--- src/rtl/hidden_cpu_sequencer.sv ---
// hidden_cpu_sequencer: runs a stored program on the HiddenCPU pins, one core clock per instruction.
// Optional execution trace when HIDDEN_CPU_SEQ_TRACE_EN is defined.
module hidden_cpu_sequencer #(
  parameter int PROG_DEPTH = 16,
  parameter int AW = 4
) (
  input  logic          clk,
  input  logic          rst,
  input  logic          load_we,
  input  logic [AW-1:0] load_addr,
  input  logic [5:0]    load_data,
  input  logic          start,
  input  logic          stop,
  input  logic [7:0]    max_steps,
  output logic [7:0]    cpu_in,
  input  logic [7:0]    cpu_out,
  output logic          busy,
  output logic          halted,
  output logic [1:0]    halt_cause,
  output logic [7:0]    step_count,
  output logic          trace_valid,
  output logic [13:0]   trace_data
);
  typedef enum logic [3:0] {IDLE, RST_SET, RST_CLK, RST_REL, FETCH, SETUP, CLK_HI, SAMPLE, DONE} state_t;
  state_t state_q, state_d;
  logic [7:0] pc_q, pc_d, steps_q, steps_d;
  logic [5:0] instr_q, instr_d;
  logic [1:0] cause_q, cause_d;
  logic halted_q, halted_d, stop_q, stop_d;
  logic [5:0] store_q [PROG_DEPTH];
  always_ff @(posedge clk) begin
    if (load_we && !busy) store_q[load_addr] <= load_data;
  end
  always_ff @(posedge clk) begin
    if (rst) begin
      state_q  <= IDLE;
      pc_q     <= '0;
      instr_q  <= '0;
      steps_q  <= '0;
      cause_q  <= '0;
      halted_q <= 1'b0;
      stop_q   <= 1'b0;
    end else begin
      state_q  <= state_d;
      pc_q     <= pc_d;
      instr_q  <= instr_d;
      steps_q  <= steps_d;
      cause_q  <= cause_d;
      halted_q <= halted_d;
      stop_q   <= stop_d;
    end
  end
  always_comb begin
    state_d  = state_q;
    pc_d     = pc_q;
    instr_d  = instr_q;
    steps_d  = steps_q;
    cause_d  = cause_q;
    halted_d = halted_q;
    cpu_in   = '0;
    busy     = 1'b1;
    case (state_q)
      IDLE, DONE: begin
        busy     = 1'b0;
        state_d  = start ? RST_SET : IDLE;
        halted_d = halted_q && !start;
        cause_d  = start ? 2'd0 : cause_q;
        steps_d  = start ? 8'd0 : steps_q;
      end
      RST_SET: begin
        cpu_in  = 8'h02;
        state_d = RST_CLK;
      end
      RST_CLK: begin
        cpu_in  = 8'h03;
        state_d = RST_REL;
      end
      RST_REL: state_d = FETCH;
      FETCH: begin
        pc_d    = cpu_out;
        instr_d = store_q[cpu_out[AW-1:0]];
        state_d = SETUP;
      end
      SETUP: begin
        cpu_in  = {instr_q, 2'b00};
        state_d = CLK_HI;
      end
      CLK_HI: begin
        cpu_in  = {instr_q, 2'b01};
        steps_d = steps_q + {7'd0, steps_q != 8'hFF};
        state_d = SAMPLE;
      end
      SAMPLE: begin
        cpu_in   = {instr_q, 2'b00};
        // a PC that did not move after an execute edge means the program parked itself
        cause_d  = (stop_q || stop) ? 2'd2 :
                   (max_steps != 8'd0 && steps_q == max_steps) ? 2'd1 :
                   (cpu_out == pc_q) ? 2'd3 : 2'd0;
        halted_d = cause_d != 2'd0;
        state_d  = halted_d ? DONE : FETCH;
      end
      default: state_d = IDLE;
    endcase
    stop_d = busy && state_d != DONE && (stop_q || stop);
  end
  assign halted     = halted_q;
  assign halt_cause = cause_q;
  assign step_count = steps_q;
`ifdef HIDDEN_CPU_SEQ_TRACE_EN
  logic        tv_q;
  logic [13:0] td_q;
  always_ff @(posedge clk) begin
    if (rst) begin
      tv_q <= 1'b0;
      td_q <= '0;
    end else begin
      tv_q <= state_d == CLK_HI;
      if (state_d == CLK_HI) td_q <= {pc_q, instr_q};
    end
  end
  assign trace_valid = tv_q;
  assign trace_data  = td_q;
`else
  assign trace_valid = 1'b0;
  assign trace_data  = '0;
`endif
endmodule

--- config.mk ---
export PLATFORM = sky130hd
export DESIGN_NAME = hidden_cpu_sequencer
export DESIGN_NICKNAME = d
export VERILOG_FILES = /design/src/rtl/hidden_cpu_sequencer.sv
export SDC_FILE = /design/constraint.sdc
export NUM_CORES = 1
export LEC_CHECK = 0
export ABC_AREA = 1
export CAP_MARGIN = 20
export CORE_MARGIN = 5
export CORE_UTILIZATION = 30
export CTS_CLUSTER_SIZE = 8
export DETAILED_ROUTE_END_ITERATION = 7
export PLACE_DENSITY = 0.52
export SLEW_MARGIN = 20
export SYNTH_ARGS = -nofsm -noshare
export SYNTH_HDL_FRONTEND = slang
export SYNTH_SLANG_ARGS = --single-unit
--- constraint.sdc ---
create_clock -name clk -period 2.9 [get_ports clk]
set_input_delay 0.435 -clock clk [delete_from_list [all_inputs] [get_ports clk]]
set_output_delay 0.435 -clock clk [all_outputs]
set_load 0.02 [all_outputs]
==> results.toml, run 1 <==
[status]
outcome = "complete, no violations"

[sta]
grt_setup_unrepaired = "no"
tns_ns = 0
finalSetupViolations = 0
worst_clock_skew_ns = 0.0144
hold_viol = 0
fmaxAchievable_ghz = 0.423
timing_worst_slew_pin_value_ns = 0.757
setup_slack_ns = 0.539
max_transition_viols_final = 0
final.min_clock_period_ns = 2.36
slew-limit-headroom_pct = 49.4
timing.final.crit_share_pct = 81.4

[cells_and_area]
multiInputGateArea_sq_um = 1750
num-fill-cells = 1815
layout.nets = 655
final_cell_area_sq_um = 6910
final_layout_size_suffix_gt1_share_pct = 8.85
num_antenna_cells = 0
area.growth.synth_to_final_pct = 21.9
ff_latch_area_sq_um = 3480

[setup_path]
critPathLaunchType = "flip-flop"
worst_path_max_delay_cell = "clkdlybuf4s50_1"
crit_buf_inv = 2
timing_worst_setup_path_type = "reg2out"
crit-reg2reg-launch = "state_q[0]"
crit_family = "buffers and inverters"
timing.critical_path.fanout_max = 6
cp_slowest_stage_delay_ns = 0.63
start_point_of_the_critical_path = "state_q[2]"
crit_cells = 5
required_ns = 2.47
worst-r2r-cell-count = 5
critical_path.cell_chain = "inv_2 > nor2_4 > nand2_1 > nor2_1 > clkdlybuf4s50_1"
critical_path_arrival_ns = 1.93
worstSetupEndpointType = "output port"

[run]
max-cap-violations = 0

[clock_network]
cts_num_sinks = 126
cts_root_buffer = "clkbuf_16"
tritoncts = "built"
ctsHtreeMaxLevel = 4
max-clock-path-buffers = 2
cts_setup_buffers = 0
postCtsResizedCells = 0
cts-hold-fix-buffers = 0
cts.reportedPaths.clkPinSlew_ns = 0.06
cts_buffers = 17
clk_lat_worst_skew_ns = 0.41

[detailed_routing]
route.detailed.wl_per_inst_microns = 16.1
drt_first_pass_iters = 5
drt-vias-per-instance = 4.78
routed-via-count = 4148
remaining_drc_errors = 0
detailed_route_wl_microns = 14000
initial_drt_markers = 293
postRouteAntennaNets = 0

[synthesis]
ys_ff_latch = 126
yosysSeqAreaShare_pct = 61.5
yosysUniqueCellTypes = 36
most_frequent_cell_after_synthesis = "nor2_1"
postSynth.asyncResetShare_pct = 0
syn_inst = 571
dominantRegCellSynth = "edfxtp_1"
synth.top_cells.by_area = "edfxtp_1 51%, dfxtp_1 11%, nor2_1 7.5%"
synthDominantCellAreaShare_pct = 50.9
yosys-top-cells-count = "114 x nor2_1, 96 x edfxtp_1, 73 x nand2_1"
yosys_synthesis_warning_count = 0
post_synth.cell_area_avg_sq_um = 9.93
netlist_area_sq_um = 5670
synth_area_leader_cell = "edfxtp_1"
synth_edf_count = 96

[floorplan]
design.core.area_sq_um = 18600
fp.dieArea_sq_um = 21700
standard_cell_rows = 50
floorplan.die.height_microns = 147
die_w_microns = 147
io_pins = 66
initial_utilization_pct = 30.4

[placed_design]
post_placement_cell_area_sq_um = 6270
pre_cts_slack_ns = 0.553
gp_congestion = 0.797
hpwlAfterDp_microns = 9720
numPortBuffers = 50

[power]
power.clock.fraction_pct = 49.3
netSwitchingPower_mw = 1.07
max-vdd-ir-drop_mv = 0.410
combinationalPowerShare_pct = 8.3
pwr_density_cell_nw_per_um2 = 680
internal-power_mw = 3.63
p_leak_nw = 2.43
sequentialPowerShare_pct = 42.4
swShare_pct = 22.8

[grt]
global_route_wire_length_before_repair_microns = 22100
antenna_found_initial = 0
maximum_number_of_pins_on_one_net_before_global_route_repair = 47
gr-usage-all-layers_pct = 13.1
first_global_vias = 4061
grt-ovfl-total = 0

[worst_hold_path]
worst_hold_path_type = "reg2reg"
worst_hold_path.num_cells = 2
min-delay-start = "halt_cause[0]"
kinds of logic (layout without fill, tap and decap cells):
family	Yosys count	in the layout	synth area share [%]
other	1	15	0.0662
AOI/OAI and AO/OA	116	116	11.5
buffers and inverters	90	138	8.54
and+or+nand+nor	229	229	17.0
DFF	126	126	61.5
xor gates and xnor gates	7	7	1.08
adders and majority gates	2	2	0.441
routing by layer:
layer	GRT usage [%]	vias to the layer above	share of wire (%)
met3	3.28	23	5.9
met5	0	-	0
met2	20.9	150	46
met1	17.4	1951	46
li1	-	2024	-
met4	4.85	0	2.4
flip-flops by register name, indices dropped and copies added (netlist names):
signal,flops
step_count,8
store_q,96
stop_q,1
halted,1
state_q,4
halt_cause,2
pc_q,8
instr_q,6
through the flow:
stage | power (mW) | hold slack, ns | utilization (%) | instances
2_1_floorplan | 2.28 | 0.448 | - | 585
3_3_place_gp | 2.42 | 0.455 | 33.6 | 837
3_5_place_dp | 2.42 | 0.464 | 33.6 | 837
4_1_cts | 4.74 | 0.474 | 37.1 | 867
5_1_grt | 4.87 | 0.513 | 37.1 | 867
6_report | 4.70 | 0.471 | 37.1 | 867
area by class of cell:
cell class	instances	area share, %
clock buffers	17	6.15
clock inverters	13	3.10
inverters	52	2.93
multi-input cells	369	25.4
flip-flops and latches	126	50.4
well taps	234	4.24
repair buffers	56	7.82
power by group through the flow:
stage	registers (mW)	logic (mW)	clock network, mW
2_1_floorplan	2.03	0.253	0
3_3_place_gp	2.03	0.391	0
6_report	1.99	0.392	2.32
3_5_place_dp	2.03	0.393	0
4_1_cts	1.99	0.394	2.35
5_1_grt	2.00	0.433	2.44
worst min-delay path: stages (launching register included):
cell and delay, ns:
dfxtp_1 0.31, nand2_1 0.06, a21oi_1 0.05
placed cells by master (no fill, tap or decap), types with 2 or more instances in the layout:
cell type        Yosys  routed
nor2_1             114     114
edfxtp_1            96      96
nand2_1             73      73
clkdlybuf4s50_1      0      49
inv_1               43      43
o21ai_0             39      39
dfxtp_1             30      30
o21ai_1             28      28
nand3_1             25      25
a21oi_1             20      20
clkbuf_16            0      17
o211ai_1            15      15
conb_1               1      15
inv_2                7       7
buf_4               21       6
xnor2_1              5       5
a31oi_1              5       5
bufinv_16            0       5
nor2_4               4       4
nand4_1              4       4
inv_6                1       4
o22ai_1              4       4
clkinv_4             0       3
nor4_1               2       2
nor2_2               2       2
and3_1               2       2
xor2_1               2       2
nand3_2              2       2
ha_1                 2       2
path summary, 6_finish.rpt:
kind,to,slack [ns]
worst max-delay path,cpu_in[5],0.54
worst min-delay path,halt_cause[0],0.47
worst max register to register,store_q[13][2],0.84
worst min register to register,halt_cause[0],0.47
(Power assumes the default switching activity.)
==> run 2, diff against run 1 <==
==> constraint.sdc (replaced) <==
create_clock -name clk -period 2.2 [get_ports clk]
set_input_delay 0.33 -clock clk [delete_from_list [all_inputs] [get_ports clk]]
set_output_delay 0.33 -clock clk [all_outputs]
set_load 0.02 [all_outputs]
==> results.toml, run 2 (synthesis gave the netlist of run 1 again) <==
[status]
outcome = "complete, no violations"

[floorplan]
fp.dieArea_sq_um = 21700
floorplan.die.height_microns = 147
standard_cell_rows = 50
io_pins = 66
design.core.area_sq_um = 18600
initial_utilization_pct = 30.4
die_w_microns = 147

[detailed_routing]
initial_drt_markers = 247
remaining_drc_errors = 0
detailed_route_wl_microns = 14200
routed-via-count = 4186
detail_route.wirelength.met1_microns = 6540
top_layer = "met4"
route.detailed.wl_per_inst_microns = 15.9
postRouteAntennaNets = 0
drt-vias-per-instance = 4.68
met3_length_microns = 732
drt_first_pass_iters = 4
dr_wl_met2_microns = 6820

[cells_and_area]
final_cell_mix = "114 x nor2_1, 96 x edfxtp_1, 73 x nand2_1"
max_flop_register = "store_q"
final_layout_size_suffix_gt1_share_pct = 12.4
final_cell_area_sq_um = 7070
layout.nets = 680
layout.cells.most_common = "nor2_1"
largest_reg_flops = 96
num_antenna_cells = 0
area.growth.synth_to_final_pct = 24.7

[clock_network]
tritoncts = "built"
cts_num_sinks = 126
cts_setup_buffers = 0
cts.reportedPaths.clkPinSlew_ns = 0.05
ctsHtreeMaxLevel = 4
clk_lat_worst_skew_ns = 0.42
cts_buffers = 17
cts_root_buffer = "clkbuf_16"
max-clock-path-buffers = 2

[sta]
slew-limit-headroom_pct = 65.5
timing.final.crit_share_pct = 94.4
hold_viol = 0
timing_worst_slew_pin_value_ns = 0.517
worst_clock_skew_ns = 0.00827
fmaxAchievable_ghz = 0.481
final.min_clock_period_ns = 2.08
grt_setup_unrepaired = "no"
finalSetupViolations = 0
tns_ns = 0
max_transition_viols_final = 0

[setup_path]
worst_path_max_delay_cell = "clkdlybuf4s50_1"
r2r-end = "store_q[6][2]"
worst-r2r-cell-count = 6
worstSetupEndpointType = "output port"
critical_path_arrival_ns = 1.75
required_ns = 1.87
timing.critical_path.fanout_max = 3
critical_path.cell_chain = "nand2_1 > nor2_1 > clkdlybuf4s50_1"
setup.reg_to_reg.worst_slack_ns = 0.36
critPathLaunchType = "flip-flop"
crit-reg2reg-launch = "state_q[0]"
timing_worst_setup_path_type = "reg2out"
cp_slowest_stage_delay_ns = 0.64

[placed_design]
hpwlAfterDp_microns = 9810
post_placement_cell_area_sq_um = 6470
numPortBuffers = 50
gp_congestion = 0.804

[worst_hold_path]
worst_hold_path.num_cells = 3
hold-path-endpoint = "pc_q[0]"
min-delay-start = "cpu_out[0]"
worst_hold_path_type = "in2reg"

[power]
pwr_density_cell_nw_per_um2 = 847
p_leak_nw = 2.59
max-vdd-ir-drop_mv = 0.620

[run]
max-cap-violations = 0

[grt]
grt-ovfl-total = 0
first_global_vias = 4212
global_route_wire_length_before_repair_microns = 22200
gr-usage-all-layers_pct = 13.3
antenna_found_initial = 0
maximum_number_of_pins_on_one_net_before_global_route_repair = 53
## run 2: critical path, delay by kind of cell (launching register included)
family / cells / cell delay [ns]
buffers and inverters: 1 / 0.64
flip-flops: 1 / 0.39
AND/OR/NAND/NOR: 2 / 0.31
## run 2: area by class of cell
class | count | area (sq um)
Fill cell | 1862 | 11600
Sequential cell | 126 | 3480
Multi-Input combinational cell | 369 | 1750
Timing Repair Buffer | 81 | 736
Clock buffer | 18 | 429
Tap cell | 234 | 293
Inverter | 52 | 203
Clock inverter | 14 | 170
## run 2: per-stage QoR
stage | setup slack (ns) | utilization [%] | std cells | hold WS [ns] | power (mW)
2_1_floorplan | 0.522 | - | 585 | 0.429 | 3.01
3_3_place_gp | 0.207 | 34.7 | 862 | 0.461 | 3.21
3_5_place_dp | 0.232 | 34.7 | 862 | 0.462 | 3.22
4_1_cts | 0.0180 | 37.9 | 894 | 0.385 | 6.03
5_1_grt | 0.0339 | 37.9 | 894 | 0.402 | 6.20
6_report | 0.122 | 37.9 | 894 | 0.395 | 5.98
## run 2: repair_timing
item,CTS,global route
endpoints found under the setup margin,6,1
hold buffers,0,0
resized for setup,6,1
## run 2: worst max-delay path by stage
| stage | slack (ns) | endpoint | depth (start not counted) | from |
|---|---|---|---|---|
| 2_1_floorplan | 0.52 | step_count[6] | 10 | step_count[2] |
| 4_1_cts | 0.02 | cpu_in[1] | 4 | state_q[1] |
| 5_1_grt | 0.03 | cpu_in[0] | 3 | state_q[1] |
| 3_5_place_dp | 0.23 | store_q[6][2] | 6 | load_we |
| 6_report | 0.12 | cpu_in[0] | 3 | state_q[1] |
| 3_3_place_gp | 0.21 | store_q[6][3] | 6 | load_we |
## run 2: routing by layer
layer	track usage (%)	vias to the layer above
li1	-	2077
met1	16.6	1980
met2	22.3	115
met3	4.17	14
met4	3.49	0
met5	0	-
## run 2: where the power goes
part | switching, mW | total (mW) | internal [mW]
Combinational | 0.345 | 0.535 | 0.189
Sequential | 0.0214 | 2.63 | 2.60
Clock | 1.04 | 2.82 | 1.78
==> run 3, diff against run 2 <==
--- a/config.mk
+++ b/config.mk
@@ -16,3 +16,4 @@
 export SYNTH_ARGS = -nofsm -noshare
 export SYNTH_HDL_FRONTEND = slang
 export SYNTH_SLANG_ARGS = --single-unit
+export TNS_END_PERCENT = 20
==> results of run 3 <==
No change in the layout: final DEF, timing and power equal those of run 2.
